$ cat config.mk
export PLATFORM = sky130hd
export DESIGN_NAME = multi_channel_ingress_flat
export DESIGN_NICKNAME = d
export VERILOG_FILES = /design/src/rtl/ingress_pkg.sv /design/src/rtl/axi_if.sv /design/src/rtl/ingress_rate_div.sv /design/src/rtl/multi_channel_ingress.sv /design/src/flat_wrapper.sv
export SDC_FILE = /design/constraint.sdc
export NUM_CORES = 1
export LEC_CHECK = 0
export ABC_CLOCK_PERIOD_IN_PS = 2500
export CORE_UTILIZATION = 48
export CTS_CLUSTER_DIAMETER = 200
export CTS_CLUSTER_SIZE = 24
export DETAILED_ROUTE_END_ITERATION = 10
export PLACE_DENSITY = 0.76
export SLEW_MARGIN = 20
export SYNTH_ARGS = -nofsm -noshare
export SYNTH_HDL_FRONTEND = slang
export SYNTH_SLANG_ARGS = --single-unit
$ cat constraint.sdc
create_clock -name clk -period 2.5 [get_ports clk]
set_input_delay 0.5 -clock clk [delete_from_list [all_inputs] [get_ports clk]]
set_output_delay 0.5 -clock clk [all_outputs]
set_load 0.03 [all_outputs]
$ cat src/rtl/ingress_pkg.sv
// Shared types for the multi-channel ingress generator: the pattern modes,
// the FSM states and the sideband width.
package ingress_pkg;

    localparam int USER_W = 4;

    typedef enum logic [1:0] {
        MODE_COUNT  = 2'd0,
        MODE_STRIDE = 2'd1,
        MODE_CONST  = 2'd2
    } mode_t;

    typedef enum logic [1:0] {
        IDLE  = 2'd0,
        RUN   = 2'd1,
        DRAIN = 2'd2
    } state_t;

    // The reserved encoding 3 behaves as the count pattern.
    function automatic mode_t decode_mode(input logic [1:0] raw);
        case (raw)
            2'd1:    return MODE_STRIDE;
            2'd2:    return MODE_CONST;
            default: return MODE_COUNT;
        endcase
    endfunction

endpackage

$ cat src/rtl/axi_if.sv
// AXI-Stream link. A beat transfers on a rising edge where tvalid and tready
// are both high; once raised, tvalid and the payload hold until that transfer.
interface axi_if #(
    parameter int DATA_W = 32,
    parameter int USER_W = ingress_pkg::USER_W
) ();
    logic              tvalid;
    logic              tready;
    logic [DATA_W-1:0] tdata;
    logic              tlast;
    logic [USER_W-1:0] tuser;

    modport master (output tvalid, output tdata, output tlast, output tuser, input tready);
    modport slave  (input tvalid, input tdata, input tlast, input tuser, output tready);
endinterface

$ cat src/rtl/ingress_rate_div.sv
// Sample-tick divider: while run is high, pulses tick once every div+1 cycles;
// the count is held at zero while run is low.
module ingress_rate_div (
    input  logic        clk,
    input  logic        rst,
    input  logic        run,
    input  logic [15:0] div,
    output logic        tick
);
    logic [15:0] r_cnt;

    assign tick = run && (r_cnt == div);

    always_ff @(posedge clk) begin
        if (rst || !run || tick) begin
            r_cnt <= '0;
        end else begin
            r_cnt <= r_cnt + 16'd1;
        end
    end
endmodule

$ cat src/rtl/multi_channel_ingress.sv
// Multi-channel test-pattern source: packs NUM_CH generated samples per beat and
// streams fixed-length packets on an AXI-Stream master, counting drops.
module multi_channel_ingress
    import ingress_pkg::*;
#(
    parameter int NUM_CH   = 2,
    parameter int SAMPLE_W = 16,
    parameter int DATA_W   = 32,
    parameter int PKT_LEN  = 64
) (
    input  logic        clk,
    input  logic        rst,
    input  logic        en,
    input  logic [1:0]  mode,
    input  logic [15:0] rate_div,
    axi_if.master       m_axi,
    output logic [31:0] pkt_count,
    output logic [15:0] drop_count,
    output logic        busy,
    output state_t      o_dbg_state
);
    if (NUM_CH * SAMPLE_W != DATA_W) begin : g_bad_width
        $error("multi_channel_ingress: NUM_CH*SAMPLE_W must equal DATA_W");
    end
    if (PKT_LEN < 2) begin : g_bad_len
        $error("multi_channel_ingress: PKT_LEN must be at least 2");
    end

    localparam int IDX_W = (PKT_LEN > 2) ? $clog2(PKT_LEN) : 1;
    localparam logic [IDX_W-1:0] LAST_IDX = IDX_W'(PKT_LEN - 1);

    state_t             r_state, w_next_state;
    mode_t              r_mode;
    logic [15:0]        r_rate_div;
    logic               r_tvalid, r_tlast, r_sop;
    logic [DATA_W-1:0]  r_tdata;
    logic [IDX_W-1:0]   r_beat_idx;
    logic [31:0]        r_pkt_count;
    logic [15:0]        r_drop_count;
    logic               w_tick, w_hs, w_can_load, w_load, w_drop, w_partial;
    logic [DATA_W-1:0]  w_beat;

    assign w_hs    = r_tvalid && m_axi.tready;
    assign w_drop  = w_tick && r_tvalid && !m_axi.tready;
    // A packet is open if beats remain or a beat is still waiting, unless that
    // waiting beat is the tlast leaving in this very cycle.
    assign w_partial = (r_beat_idx != '0) || (r_tvalid && !w_hs);
    // Once en is low only the remainder of the open packet may be loaded.
    assign w_can_load = ((r_state == RUN) && en) || ((r_state != IDLE) && (r_beat_idx != '0));
    assign w_load     = w_tick && w_can_load && (!r_tvalid || m_axi.tready);

    ingress_rate_div u_div (
        .clk  (clk),
        .rst  (rst),
        .run  (r_state != IDLE),
        .div  (r_rate_div),
        .tick (w_tick)
    );

    for (genvar k = 0; k < NUM_CH; k++) begin : g_ch
        localparam logic [SAMPLE_W-1:0] C_INIT  = SAMPLE_W'(k);
        localparam logic [SAMPLE_W-1:0] C_CONST = {SAMPLE_W{C_INIT[0]}} ^ C_INIT;
        logic [SAMPLE_W-1:0] r_ch;
        logic [SAMPLE_W-1:0] w_step;

        assign w_step = (r_mode == MODE_STRIDE) ? SAMPLE_W'(k + 1) :
                        (r_mode == MODE_CONST)  ? '0 : SAMPLE_W'(1);
        assign w_beat[k*SAMPLE_W +: SAMPLE_W] = (r_mode == MODE_CONST) ? C_CONST : r_ch;

        always_ff @(posedge clk) begin
            if (rst) begin
                r_ch <= C_INIT;
            end else if (w_load) begin
                r_ch <= r_ch + w_step;
            end
        end
    end

    always_ff @(posedge clk) begin
        if (rst) begin
            r_state <= IDLE;
        end else begin
            r_state <= w_next_state;
        end
    end

    always_comb begin
        w_next_state = r_state;
        case (r_state)
            IDLE:    if (en) w_next_state = RUN;
            RUN:     if (!en) w_next_state = w_partial ? DRAIN : IDLE;
            DRAIN:   if (w_hs && r_tlast) w_next_state = IDLE;
            default: w_next_state = IDLE;
        endcase
    end

    always_ff @(posedge clk) begin
        if (rst) begin
            r_mode       <= MODE_COUNT;
            r_rate_div   <= '0;
            r_tvalid     <= 1'b0;
            r_tdata      <= '0;
            r_tlast      <= 1'b0;
            r_sop        <= 1'b0;
            r_beat_idx   <= '0;
            r_pkt_count  <= '0;
            r_drop_count <= '0;
        end else begin
            if ((r_state == IDLE) && en) begin
                r_mode     <= decode_mode(mode);
                r_rate_div <= rate_div;
            end
            if (w_load) begin
                r_tvalid   <= 1'b1;
                r_tdata    <= w_beat;
                r_tlast    <= (r_beat_idx == LAST_IDX);
                r_sop      <= (r_beat_idx == '0);
                r_beat_idx <= (r_beat_idx == LAST_IDX) ? '0 : r_beat_idx + IDX_W'(1);
            end else if (w_hs) begin
                r_tvalid <= 1'b0;
            end
            if (w_hs && r_tlast) begin
                r_pkt_count <= r_pkt_count + 32'd1;
            end
            if (w_drop && (r_drop_count != 16'hFFFF)) begin
                r_drop_count <= r_drop_count + 16'd1;
            end
        end
    end

    assign m_axi.tvalid = r_tvalid;
    assign m_axi.tdata  = r_tdata;
    assign m_axi.tlast  = r_tlast;
    assign m_axi.tuser  = {{(USER_W-1){1'b0}}, r_sop};
    assign pkt_count    = r_pkt_count;
    assign drop_count   = r_drop_count;
    assign busy         = (r_state != IDLE) || r_tvalid;
    assign o_dbg_state  = r_state;
endmodule

$ cat src/flat_wrapper.sv
// flat-port wrapper written by rule: the top's interface ports become plain ports
module multi_channel_ingress_flat import ingress_pkg::*;
#(
    parameter int NUM_CH   = 2,
    parameter int SAMPLE_W = 16,
    parameter int DATA_W   = 32,
    parameter int PKT_LEN  = 64
)
  (clk, rst, en, mode, rate_div, pkt_count, drop_count, busy, o_dbg_state, m_axi_tvalid, m_axi_tdata, m_axi_tlast, m_axi_tuser, m_axi_tready);
  axi_if #(.DATA_W(DATA_W)) m_axi_i ();
  input  logic clk;
  input  logic rst;
  input  logic en;
  input  logic [1:0] mode;
  input  logic [15:0] rate_div;
  output logic [31:0] pkt_count;
  output logic [15:0] drop_count;
  output logic busy;
  output state_t o_dbg_state;
  output wire logic [$bits(m_axi_i.tvalid)-1:0] m_axi_tvalid;
  output wire logic [$bits(m_axi_i.tdata)-1:0] m_axi_tdata;
  output wire logic [$bits(m_axi_i.tlast)-1:0] m_axi_tlast;
  output wire logic [$bits(m_axi_i.tuser)-1:0] m_axi_tuser;
  input wire logic [$bits(m_axi_i.tready)-1:0] m_axi_tready;
  assign m_axi_tvalid = m_axi_i.tvalid;
  assign m_axi_tdata = m_axi_i.tdata;
  assign m_axi_tlast = m_axi_i.tlast;
  assign m_axi_tuser = m_axi_i.tuser;
  assign m_axi_i.tready = m_axi_tready;
  multi_channel_ingress #(.NUM_CH(NUM_CH), .SAMPLE_W(SAMPLE_W), .DATA_W(DATA_W), .PKT_LEN(PKT_LEN)) u_core (.clk(clk), .rst(rst), .en(en), .mode(mode), .rate_div(rate_div), .m_axi(m_axi_i), .pkt_count(pkt_count), .drop_count(drop_count), .busy(busy), .o_dbg_state(o_dbg_state));
endmodule
==> run metrics <==
outcome=finished, final reports clean; # setup viols final=0; FF/Latch Area=0.003143 mm^2; Worst Hold End=u_core.m_axi.tdata[11]$_SDFFE_PP0P_; Worst Reg-to-Reg Cells=6; Final Hold Vio Count=0; setup_tns=0 ns; Rows=43; Reg-to-Reg End=u_core.g_ch[1].r_ch[12]$_SDFFE_PP0P_; Syn. warnings=0; Mean Syn Cell Area=8.281 um^2; # diodes=0; post-synthesis async set-or-reset flop share=0%; CTS tree=done; commonest non-fill, non-tap cell in the layout=dfxtp_1; Worst Tran Pin Value=0.5934 ns; flops & latches, synth=157; distinct cell type count after synthesis=48; CTS clk-pin slew, worst paths=0.06 ns; Core ar.=0.01404 mm^2; CP Data Arrival Time=2.67 ns; Crit path buffers/inverters=0; Max IR drop VDD=593.0 uV; initial core utilization=49.66%; switching power share of the total=20.38%; via count=6234; die area=0.01501 mm^2; Startpoint Class=register; Clock Tree Root=clkbuf_16; first-pass detailed-route iteration total=6; number of synthesized flops with an enable pin=0; vias per cell=5.421; crit path time final=2.355 ns; IO Count=111; total track usage=22.61%; cts bufs inserted=17; Comb power frac=4.1%; Chip Width=122.5 um; Seq pwr share=46.8%; most frequent cells in the layout=dfxtp_1 (157), nand2_1 (109), clkdlybuf4s50_1 (106), a21oi_1 (85), nor2_1 (80); synthesized area=0.006973 mm^2; DIE HEIGHT=122.5 um; Setup Crit Path Kind=register to register; total power=5.417 mW; GPL Wtd Cong=0.8336; Max Buffers Root-to-Sink=2; NetSw=1.104 mW; Post-route DRC=0; critical path depth=6; Hold Crit Class=register to register; leakage=3.122 nW; Setup Skew=0.006711 ns; CP Cell Sequence=xnor2_1 -> nand4_1 -> nor3b_4 -> nand3_1 -> nor4b_1 -> mux2_2; Layout fillers=1160; Worst setup EP type=register; Worst Hold Depth=2; Hold WS=0.4557 ns; R2R setup slack=0.15 ns; nets@finish=992; critical path's largest stage delay=0.47 ns; WL/cell=13.94 um; first-pass GRT wire length=26940 um; Final period util=94.20%; synthesis-to-finish area growth=28.73%; worst endpoint required time=2.81 ns; ratio of cells with drive above 1 in the final layout=8.351%; Worst slew margin=60.44%; CP max-delay cell=dfxtp_1; pwr/cell area=603.5 mW/mm^2; Skew-Pair Late Insertion Delay=0.42 ns; clock network fraction of total power=49.0%; pin count of the biggest net entering global routing=55; Max-Cap Viols=0; DP Worst Slack=-0.06786 ns; total congestion overflow=0; min-delay src=u_core.m_axi.tdata[11]$_SDFFE_PP0P_; top_reg_cell synth=dfxtp_1; Multi-input gate area=0.003550 mm^2; RSZ-0062 raised after global routing=true; PortBufs=107; antenna violations before repair=0; largest fanout on the critical path=8; Int Pwr=4.313 mW; maximum clock rate=424.6 MHz; Seq/Total Area, Yosys=45.07%; drt first-iter violations=484; Mapped Cells=842; PnR worst setup slack=0.1450 ns; Post-DRT Antenna Nets=0; H-tree levels=4; DP Wirelength=11420 um; Pins Over Slew Limit=0; TritonCTS Sinks=157; vias in the first global route=5816; total wire length=16030 um; CP delay by family, top=simple AND/OR/NAND/NOR gates; RR Startpoint=u_core.u_div.r_cnt[2]$_SDFF_PP0_
## worst max-delay path by stage
stage	start	end	slack (ns)
floorplan	u_core.r_mode[0]$_SDFFE_PP0P_	u_core.g_ch[0].r_ch[11]$_SDFFE_PP0P_	0.01
global placement	m_axi_tready	u_core.g_ch[1].r_ch[12]$_SDFFE_PP0P_	-0.01
detailed placement	en	u_core.g_ch[1].r_ch[12]$_SDFFE_PP0P_	-0.07
CTS	u_core.u_div.r_cnt[4]$_SDFF_PP0_	u_core.g_ch[1].r_ch[12]$_SDFFE_PP0P_	0.10
global route	u_core.u_div.r_cnt[1]$_SDFF_PP0_	u_core.g_ch[1].r_ch[12]$_SDFFE_PP0P_	-0.02
finish	u_core.u_div.r_cnt[2]$_SDFF_PP0_	u_core.g_ch[1].r_ch[12]$_SDFFE_PP0P_	0.15
## per-layer routing
metal / up-vias / GRT usage, % / share of wire [%]
li1: 3151 / - / -
met1: 2904 / 29.24 / 47
met2: 152 / 36.80 / 47
met3: 27 / 4.972 / 4.5
met4: 0 / 8.308 / 1.5
met5: - / 0 / 0
## registers in the layout, indices dropped and copies added, names as in the netlist
name	cells
u_core.drop_count	16
u_core.g_ch.r_ch	32
u_core.m_axi.tdata	32
u_core.m_axi.tlast	1
u_core.m_axi.tvalid	1
u_core.o_dbg_state	2
u_core.pkt_count	32
u_core.r_beat_idx	6
u_core.r_mode	2
u_core.r_rate_div	16
u_core.r_sop	1
u_core.u_div.r_cnt	16
## final cells by class
cell class              count  area share [%]
well taps                 180           2.509
flip-flops and latches    157           35.02
repair buffers            142           15.25
clock buffers              26           5.673
multi-input cells         619           39.55
clock inverters             6           1.171
inverters                  20          0.8364
## cells by family after synthesis
logic type / Yosys count / share of synthesized area, %
adder cells (fa/ha/maj): 13 / 2.440
XOR/XNOR: 59 / 7.411
buffers and inverters: 68 / 4.199
AND/OR/NAND/NOR: 401 / 28.82
multiplexers: 8 / 1.274
other: 1 / 0.05378
flip-flops: 157 / 45.07
AO/OA/AOI/OAI: 135 / 10.73
## timing repair
action                                  4_1_cts  5_1_grt
resized for setup                             0        1
endpoints found under the setup margin        0       17
hold buffers                                  0        0
buffers inserted                              0        1
## cells in the mapped netlist, types with 5 or more instances
| cell | number | area [um^2] |
|---|---|---|
| buf_2 | 15 | 75.07 |
| o21ai_0 | 26 | 130.1 |
| xor2_1 | 38 | 332.8 |
| nor2_1 | 80 | 300.3 |
| nor3_1 | 32 | 160.2 |
| or3_1 | 27 | 168.9 |
| nor4_1 | 7 | 43.79 |
| inv_1 | 19 | 71.32 |
| xnor2_1 | 21 | 183.9 |
| clkbuf_1 | 27 | 101.4 |
| nand3b_1 | 8 | 60.06 |
| and4_1 | 8 | 70.07 |
| dfxtp_1 | 157 | 3143 |
| nand2_1 | 109 | 409.1 |
| mux2_2 | 7 | 78.83 |
| o31ai_1 | 9 | 67.56 |
| or4_1 | 11 | 82.58 |
| ha_1 | 12 | 150.1 |
| and2_1 | 7 | 43.79 |
| and3_1 | 18 | 112.6 |
| nand4_1 | 23 | 143.9 |
| a21oi_1 | 85 | 425.4 |
| buf_4 | 5 | 37.54 |
| nor2b_1 | 9 | 56.30 |
| nand3_1 | 51 | 255.2 |
## tightest hold or removal path: stages (launching register included)
cell	delay (ns)
dfxtp_1	0.30
nand2_1	0.05
a21oi_1	0.05
## power groups by stage
stage,logic [mW],registers (mW),clock network (mW)
global placement,0.219,2.59,0
finish,0.224,2.54,2.66
global route,0.247,2.54,2.81
CTS,0.223,2.54,2.69
floorplan,0.134,2.59,0
detailed placement,0.223,2.59,0
## metrics by stage
stage,util (%),instances,instance area [um^2]
global placement,59.46,1117,8349
detailed placement,59.46,1117,8349
floorplan,-,844,6980
finish,63.92,1150,8976
CTS,63.83,1149,8964
global route,63.92,1150,8976
Power figures use the tool's default switching activity.
